`src/rtl/rca_pipe_adder_unit_if.sv`:
```
// Issue / writeback bus of the pipelined ripple-carry adder unit.
// The unit is the slave; the issuing core and the writeback consumer form the master.
interface rca_pipe_adder_unit_if #(
    parameter int WIDTH = 32,
    parameter int ID_W  = 3
);
    // Issue side
    logic             issue_new;
    logic [ID_W-1:0]  issue_id;
    logic             issue_sub;
    logic [WIDTH-1:0] rs1;
    logic [WIDTH-1:0] rs2;
    logic             issue_ready;

    // Writeback side
    logic             wb_done;
    logic [ID_W-1:0]  wb_id;
    logic [WIDTH-1:0] wb_rd;
    logic             wb_carry;
    logic             wb_overflow;
    logic             wb_ack;

    modport master (
        output issue_new, issue_id, issue_sub, rs1, rs2, wb_ack,
        input  issue_ready, wb_done, wb_id, wb_rd, wb_carry, wb_overflow
    );

    modport slave (
        input  issue_new, issue_id, issue_sub, rs1, rs2, wb_ack,
        output issue_ready, wb_done, wb_id, wb_rd, wb_carry, wb_overflow
    );
endinterface

```
`src/rtl/rca_pipe_adder_unit.sv`:
```
// Pipelined ripple-carry add/sub unit with an in-order writeback FIFO.
// The carry chain is cut into STAGES slices of WIDTH/STAGES bits; slice k is
// added at the k-th edge after issue, the last slice feeding the FIFO directly.
// A credit counter (in-flight + buffered) throttles issue so the pipeline never
// stalls and the FIFO never overflows.
// Optional feature: define RCA_ADDER_OVERFLOW_EN to store and report signed
// overflow per result; otherwise wb_overflow is tied low.
module rca_pipe_adder_unit #(
    parameter int WIDTH      = 32,
    parameter int STAGES     = 2,
    parameter int FIFO_DEPTH = 4,
    parameter int ID_W       = 3
) (
    input  logic                 clk,
    input  logic                 rst,
    rca_pipe_adder_unit_if.slave bus
);

    localparam int SW = WIDTH / STAGES;
    localparam int PW = $clog2(FIFO_DEPTH);
    localparam int CW = $clog2(FIFO_DEPTH + 1);
    localparam logic [CW-1:0] CREDIT_MAX = CW'(FIFO_DEPTH);

    // Everything one pipeline stage hands to the next.
    typedef struct packed {
        logic [ID_W-1:0]  id;
        logic [WIDTH-1:0] a;    // rs1, upper slices still pending
        logic [WIDTH-1:0] b;    // rs2 or ~rs2, upper slices still pending
        logic [WIDTH-1:0] sum;  // finished lower slices
        logic             cy;   // carry into the next slice
    } stage_t;

    logic          w_ready;
    logic          w_accept;
    logic          w_empty;
    logic          w_pop;
    logic          w_push;
    stage_t        w_res;

    logic [PW:0]   r_wptr;
    logic [PW:0]   r_rptr;
    logic [CW-1:0] r_credit;
    logic [PW-1:0] w_widx;
    logic [PW-1:0] w_ridx;

    assign w_ready  = (r_credit < CREDIT_MAX);
    assign w_accept = bus.issue_new & w_ready;

    // ------------------------------------------------------------------
    // Carry-chain pipeline
    // ------------------------------------------------------------------
    for (genvar k = 0; k < STAGES; k++) begin : g_stage
        stage_t        w_in;
        logic          w_vin;
        logic [SW:0]   w_slice;
        stage_t        w_out;

        if (k == 0) begin : g_src
            // Subtraction is rs1 + ~rs2 + 1, so the inverted operand and the
            // carry-in are both formed here at issue.
            assign w_in.id  = bus.issue_id;
            assign w_in.a   = bus.rs1;
            assign w_in.b   = bus.issue_sub ? ~bus.rs2 : bus.rs2;
            assign w_in.sum = '0;
            assign w_in.cy  = bus.issue_sub;
            assign w_vin    = w_accept;
        end else begin : g_src
            assign w_in  = g_stage[k-1].g_reg.r_q;
            assign w_vin = g_stage[k-1].g_reg.r_vld;
        end

        assign w_slice = {1'b0, w_in.a[k*SW +: SW]}
                       + {1'b0, w_in.b[k*SW +: SW]}
                       + {{SW{1'b0}}, w_in.cy};

        // Insert this slice's sum and carry into the travelling record.
        always_comb begin
            // NOTE: the whole record gets a default first so no field can
            // fall through unassigned and infer a latch.
            w_out                 = w_in;
            w_out.sum[k*SW +: SW] = w_slice[SW-1:0];
            w_out.cy              = w_slice[SW];
        end

        if (k < STAGES - 1) begin : g_reg
            stage_t r_q;
            logic   r_vld;

            // Stage valid bit, cleared immediately by reset.
            always_ff @(posedge clk or posedge rst) begin
                // NOTE: sequential state uses non-blocking assignments so every
                // flop samples the pre-edge value of its inputs.
                if (rst) r_vld <= 1'b0;
                else     r_vld <= w_vin;
            end

            // Stage payload; only meaningful while r_vld is set.
            always_ff @(posedge clk) begin
                if (w_vin) r_q <= w_out;
            end
        end
    end

    assign w_push = g_stage[STAGES-1].w_vin;
    assign w_res  = g_stage[STAGES-1].w_out;

    // ------------------------------------------------------------------
    // Writeback FIFO
    // ------------------------------------------------------------------
    logic [WIDTH-1:0] r_fifo_rd [FIFO_DEPTH];
    logic [ID_W-1:0]  r_fifo_id [FIFO_DEPTH];
    logic             r_fifo_cy [FIFO_DEPTH];

    assign w_empty = (r_wptr == r_rptr);
    assign w_pop   = bus.wb_ack & ~w_empty;
    assign w_widx  = r_wptr[PW-1:0];
    assign w_ridx  = r_rptr[PW-1:0];

    // Result storage written at the end of the last stage.
    always_ff @(posedge clk) begin
        // NOTE: the storage array has no reset; the pointers decide what is
        // valid and the outputs are masked while the FIFO is empty.
        if (w_push) begin
            r_fifo_rd[w_widx] <= w_res.sum;
            r_fifo_id[w_widx] <= w_res.id;
            r_fifo_cy[w_widx] <= w_res.cy;
        end
    end

`ifdef RCA_ADDER_OVERFLOW_EN
    logic                  w_ovf;
    logic [FIFO_DEPTH-1:0] r_fifo_ovf;

    // Signed overflow of the final slice: operands agree in sign but the
    // sum does not (same as carry-into-MSB XOR carry-out).
    assign w_ovf = (g_stage[STAGES-1].w_in.a[WIDTH-1] == g_stage[STAGES-1].w_in.b[WIDTH-1])
                 & (w_res.sum[WIDTH-1] != g_stage[STAGES-1].w_in.a[WIDTH-1]);

    // Per-entry overflow flag, written alongside the result.
    always_ff @(posedge clk) begin
        if (w_push) r_fifo_ovf[w_widx] <= w_ovf;
    end

    assign bus.wb_overflow = ~w_empty & r_fifo_ovf[w_ridx];
`else
    assign bus.wb_overflow = 1'b0;
`endif

    // Read/write pointers carry one extra wrap bit to tell full from empty.
    always_ff @(posedge clk or posedge rst) begin
        if (rst) begin
            r_wptr <= '0;
            r_rptr <= '0;
        end else begin
            if (w_push) r_wptr <= r_wptr + (PW+1)'(1);
            if (w_pop)  r_rptr <= r_rptr + (PW+1)'(1);
        end
    end

    // Credits = results in flight plus results buffered.
    always_ff @(posedge clk or posedge rst) begin
        if (rst) begin
            r_credit <= '0;
        end else if (w_accept && !w_pop) begin
            r_credit <= r_credit + CW'(1);
        end else if (!w_accept && w_pop) begin
            r_credit <= r_credit - CW'(1);
        end
    end

    assign bus.issue_ready = w_ready;
    assign bus.wb_done     = ~w_empty;
    assign bus.wb_id       = w_empty ? '0 : r_fifo_id[w_ridx];
    assign bus.wb_rd       = w_empty ? '0 : r_fifo_rd[w_ridx];
    assign bus.wb_carry    = ~w_empty & r_fifo_cy[w_ridx];

endmodule
```
`src/flat_wrapper.sv`:
```
// flat-port wrapper written by rule: the top's interface ports become plain ports
module rca_pipe_adder_unit_flat 
#(
    parameter int WIDTH      = 32,
    parameter int STAGES     = 2,
    parameter int FIFO_DEPTH = 4,
    parameter int ID_W       = 3
)
  (clk, rst, bus_issue_new, bus_issue_id, bus_issue_sub, bus_rs1, bus_rs2, bus_wb_ack, bus_issue_ready, bus_wb_done, bus_wb_id, bus_wb_rd, bus_wb_carry, bus_wb_overflow);
  rca_pipe_adder_unit_if #(.WIDTH(WIDTH), .ID_W(ID_W)) bus_i ();
  input  logic clk;
  input  logic rst;
  input wire logic [$bits(bus_i.issue_new)-1:0] bus_issue_new;
  input wire logic [$bits(bus_i.issue_id)-1:0] bus_issue_id;
  input wire logic [$bits(bus_i.issue_sub)-1:0] bus_issue_sub;
  input wire logic [$bits(bus_i.rs1)-1:0] bus_rs1;
  input wire logic [$bits(bus_i.rs2)-1:0] bus_rs2;
  input wire logic [$bits(bus_i.wb_ack)-1:0] bus_wb_ack;
  output wire logic [$bits(bus_i.issue_ready)-1:0] bus_issue_ready;
  output wire logic [$bits(bus_i.wb_done)-1:0] bus_wb_done;
  output wire logic [$bits(bus_i.wb_id)-1:0] bus_wb_id;
  output wire logic [$bits(bus_i.wb_rd)-1:0] bus_wb_rd;
  output wire logic [$bits(bus_i.wb_carry)-1:0] bus_wb_carry;
  output wire logic [$bits(bus_i.wb_overflow)-1:0] bus_wb_overflow;
  assign bus_i.issue_new = bus_issue_new;
  assign bus_i.issue_id = bus_issue_id;
  assign bus_i.issue_sub = bus_issue_sub;
  assign bus_i.rs1 = bus_rs1;
  assign bus_i.rs2 = bus_rs2;
  assign bus_i.wb_ack = bus_wb_ack;
  assign bus_issue_ready = bus_i.issue_ready;
  assign bus_wb_done = bus_i.wb_done;
  assign bus_wb_id = bus_i.wb_id;
  assign bus_wb_rd = bus_i.wb_rd;
  assign bus_wb_carry = bus_i.wb_carry;
  assign bus_wb_overflow = bus_i.wb_overflow;
  rca_pipe_adder_unit #(.WIDTH(WIDTH), .STAGES(STAGES), .FIFO_DEPTH(FIFO_DEPTH), .ID_W(ID_W)) u_core (.clk(clk), .rst(rst), .bus(bus_i));
endmodule
```
`config.mk`:
```
export PLATFORM = sky130hd
export DESIGN_NAME = rca_pipe_adder_unit_flat
export DESIGN_NICKNAME = d
export VERILOG_FILES = /design/src/rtl/rca_pipe_adder_unit_if.sv /design/src/rtl/rca_pipe_adder_unit.sv /design/src/flat_wrapper.sv
export SDC_FILE = /design/constraint.sdc
export NUM_CORES = 1
export LEC_CHECK = 0
export BUFFER_PORTS_ARGS = -buffer_cell sky130_fd_sc_hd__buf_4
export CORE_UTILIZATION = 53
export CTS_CLUSTER_SIZE = 28
export DETAILED_ROUTE_END_ITERATION = 7
export GPL_TIMING_DRIVEN = 0
export PLACE_DENSITY = 0.87
export SETUP_SLACK_MARGIN = 0.4
export SYNTH_ARGS = -nofsm -noshare
export SYNTH_HDL_FRONTEND = slang
export SYNTH_SLANG_ARGS = --single-unit
```
`constraint.sdc`:
```
create_clock -name clk -period 4.1 [get_ports clk]
set_input_delay 0.615 -clock clk [delete_from_list [all_inputs] [get_ports clk]]
set_output_delay 0.615 -clock clk [all_outputs]
set_load 0.02 [all_outputs]
```
==> key figures <==
Outcome
  • Outcome: finished, final reports clean

Setup path
  • CP required: 3.48 ns
  • Critical path arrival: 2.84 ns
  • Internal reg-to-reg setup slack: 0.96 ns
  • Crit-path max FO: 10
  • Reg-to-reg critical path endpoint: u_core.r_fifo_rd[1][30]$_DFFE_PP_
  • CP Class: reg2out
  • CP Launch Type: flip-flop
  • FF-to-FF path depth: 8
  • CP endpoint kind: output pin
  • R2r startpoint: u_core.g_stage[0].g_reg.r_q[0]$_DFFE_PP_

Timing
  • Max Clock Freq: 0.289 GHz
  • Sum Neg Setup Slack: 0 ns
  • Period minus WS final: 3.46 ns
  • Final hold violation count: 0
  • Ratio of final minimum period to clock period: 0.843
  • RSZ-0062 raised after global routing: false
  • # setup viols final: 0
  • Slew HR: 0.256
  • Worst Tran Pin Value: 1.11 ns
  • Worst Skew: 0.00775 ns
  • Max Slew Vio Count: 0

Synth
  • Number of flops mapped to enable cells by yosys: 196
  • Synthesized cell area: 0.00932 mm^2
  • Unique masters post-synth: 51
  • Syn_nets: 680
  • Mapped Avg Cell Area: 16.4 um^2
  • Syn. warnings: 0
  • Ys async rst share: 0.0485
  • Yosys reg bits: 206
  • Sequential element share of the synthesized area: 0.659
  • Syn Inst Count: 568
  • Top FF cell, synth: edfxtp_1

Floorplanning
  • Die X: 135 um
  • Top-level I/O count: 111
  • FP Rows: 48
  • Die area: 0.0181 mm^2
  • Die H: 135 um
  • Initial core utilization: 0.541
  • Area of the core: 0.0172 mm^2

Place
  • Port bufs: 108
  • Final Wtd Congestion: 0.921
  • HPWL after DPL: 12600 um

Drt
  • # DRC: 0
  • Via count: 5302
  • Routed wire per std cell: 19.2 um
  • Starting DRT DRC Count: 403
  • Antenna Nets Post-Route: 0
  • First-pass iteration count of the detailed router: 5
  • Vias per Instance: 5.63
  • Routed WL: 18000 um

Power and ir drop
  • Pleak: 4.10 nW
  • Peak VDD IR: 0.000337 V
  • Power per cell area: 716 mW/mm^2

Hold path
  • Hold Path Class: in2async

Run
  • Max-Cap Viols: 0

Final layout
  • Area delta synth->final: 19.2%
  • Most frequent cells in the layout: 196 x edfxtp_1, 109 x buf_4, 43 x xor2_1
  • Diode count: 0
  • Most common cell after layout, fill and taps aside: edfxtp_1
  • Layout cells sized above 1: 0.270
  • Nets: 815
  • Fin util: 0.645
  • Fill cells: 1148

GRT
  • Overall Global Routing Usage: 0.203
  • Grt ovf: 0
  • First-pass GRT wire length: 28200 um
  • Pin count of the biggest net entering global routing: 30
  • Initial antenna violation count: 0
  • Vias in the first global route: 5438

Clocking
  • CTS buffer count: 20
  • CTS clk-pin slew, worst paths: 0.06 ns
  • H-tree levels: 1
  • Hold Buf Count CTS: 0
  • Clock Sinks: 206
  • Setup Buffers After CTS: 0
  • Resize count post-CTS: 0
  • Longest Clk Path Bufs: 3
  • Root Driver: clkbuf_16
  • Worst-skew pair later-pin latency: 0.49 ns
  • CTS tree: yes
==> stage by stage <==
| stage | cells | hold slack (ns) | setup WS [ns] | power [W] | cell area [um^2] |
|---|---|---|---|---|---|
| after floorplan | 568 | 0.455 | 0.804 | 0.00516 | 9320 |
| after global placement | 901 | 0.465 | 0.0181 | 0.00617 | 10400 |
| after detailed placement | 906 | 0.480 | 0.534 | 0.00635 | 10500 |
| after CTS | 941 | 0.101 | 0.570 | 0.00802 | 11100 |
| after global routing | 941 | 0.131 | 0.417 | 0.00833 | 11100 |
| final | 941 | 0.107 | 0.644 | 0.00795 | 11100 |
==> Yosys cell counts (5+ instances only) <==
cell,instances,area share
nand4_1,6,0.0040
nand2b_1,8,0.0054
xor2_1,43,0.040
o21ai_0,17,0.0091
clkbuf_1,9,0.0036
nor2b_1,33,0.022
mux4_2,36,0.087
nand3_1,5,0.0027
nand2_1,14,0.0056
edfxtp_1,196,0.63
nor2_1,18,0.0073
dfrtp_1,10,0.027
ha_1,36,0.048
a21oi_1,25,0.013
xnor2_1,22,0.021
inv_1,16,0.0064
a21o_1,6,0.0048
nor3_1,6,0.0032
==> registers in the layout, indices dropped and copies added (netlist names) <==
register,count
u_core.g_stage.g_reg.r_q,52
u_core.g_stage.g_reg.r_vld,1
u_core.r_credit,3
u_core.r_fifo_cy,4
u_core.r_fifo_id,12
u_core.r_fifo_rd,128
u_core.r_rptr,3
u_core.r_wptr,3
==> layout make-up <==
| cell class | instances | area, um^2 | share of cell area |
|---|---|---|---|
| Inverter | 16 | 60.1 | 0.00541 |
| Timing Repair Buffer | 113 | 911 | 0.0820 |
| Clock buffer | 25 | 541 | 0.0486 |
| Clock inverter | 10 | 47.5 | 0.00428 |
| Buffer | 18 | 76.3 | 0.00687 |
| Multi-Input combinational cell | 328 | 3060 | 0.275 |
| Sequential cell | 206 | 6140 | 0.552 |
| Tap cell | 225 | 282 | 0.0253 |
==> worst max-delay path, cell delays in order (launching register included) <==
cell,delay [ns]
dfrtp_1,0.43
xor2_1,0.16
nor3_1,0.90
clkbuf_1,0.50
nor2b_1,0.16
buf_4,0.20
==> worst max path at each step <==
stage / startpoint / endpoint / slack (ns) / cells past startpoint
global route: u_core.r_wptr[1]$_DFFE_PP0P_ / bus_wb_rd[23] / 0.42 / 5
floorplan: bus_issue_new / u_core.r_credit[2]$_DFFE_PP0P_ / 0.80 / 7
global placement: bus_issue_new / u_core.r_credit[2]$_DFFE_PP0P_ / 0.02 / 8
finish: u_core.r_wptr[1]$_DFFE_PP0P_ / bus_wb_rd[22] / 0.64 / 5
CTS: u_core.r_wptr[1]$_DFFE_PP0P_ / bus_wb_rd[22] / 0.57 / 5
detailed placement: bus_issue_sub / u_core.g_stage[0].g_reg.r_q[15]$_DFFE_PP_ / 0.53 / 10
==> cells by family after synthesis <==
family | count (synthesis) | synth area share
AND/OR/NAND/NOR | 105 | 0.0615
adder cells (fa/ha/maj) | 40 | 0.0569
AO/OA/AOI/OAI | 78 | 0.0564
multiplexers | 39 | 0.0905
buffers and inverters | 34 | 0.0146
flip-flops | 206 | 0.659
XOR/XNOR | 65 | 0.0611
other | 1 | 0.000402
==> metal layers <==
| layer | vias up | GRT usage | part of all wire |
|---|---|---|---|
| met5 | - | 0 | 0 |
| met2 | 186 | 0.371 | 0.52 |
| li1 | 2456 | - | - |
| met4 | 0 | 0.0699 | 0.028 |
| met1 | 2623 | 0.249 | 0.40 |
| met3 | 37 | 0.0270 | 0.051 |
==> where the power goes <==
part | internal, W | total [W] | switching [W] | leakage (nW)
Sequential | 0.00292 | 0.00309 | 0.000163 | 1.91
Combinational | 0.00140 | 0.00321 | 0.00181 | 1.89
Clock | 0.000932 | 0.00166 | 0.000727 | 0.289
Total | 0.00526 | 0.00795 | 0.00270 | 4.10
Note: power is estimated with default switching activity, not from simulation.
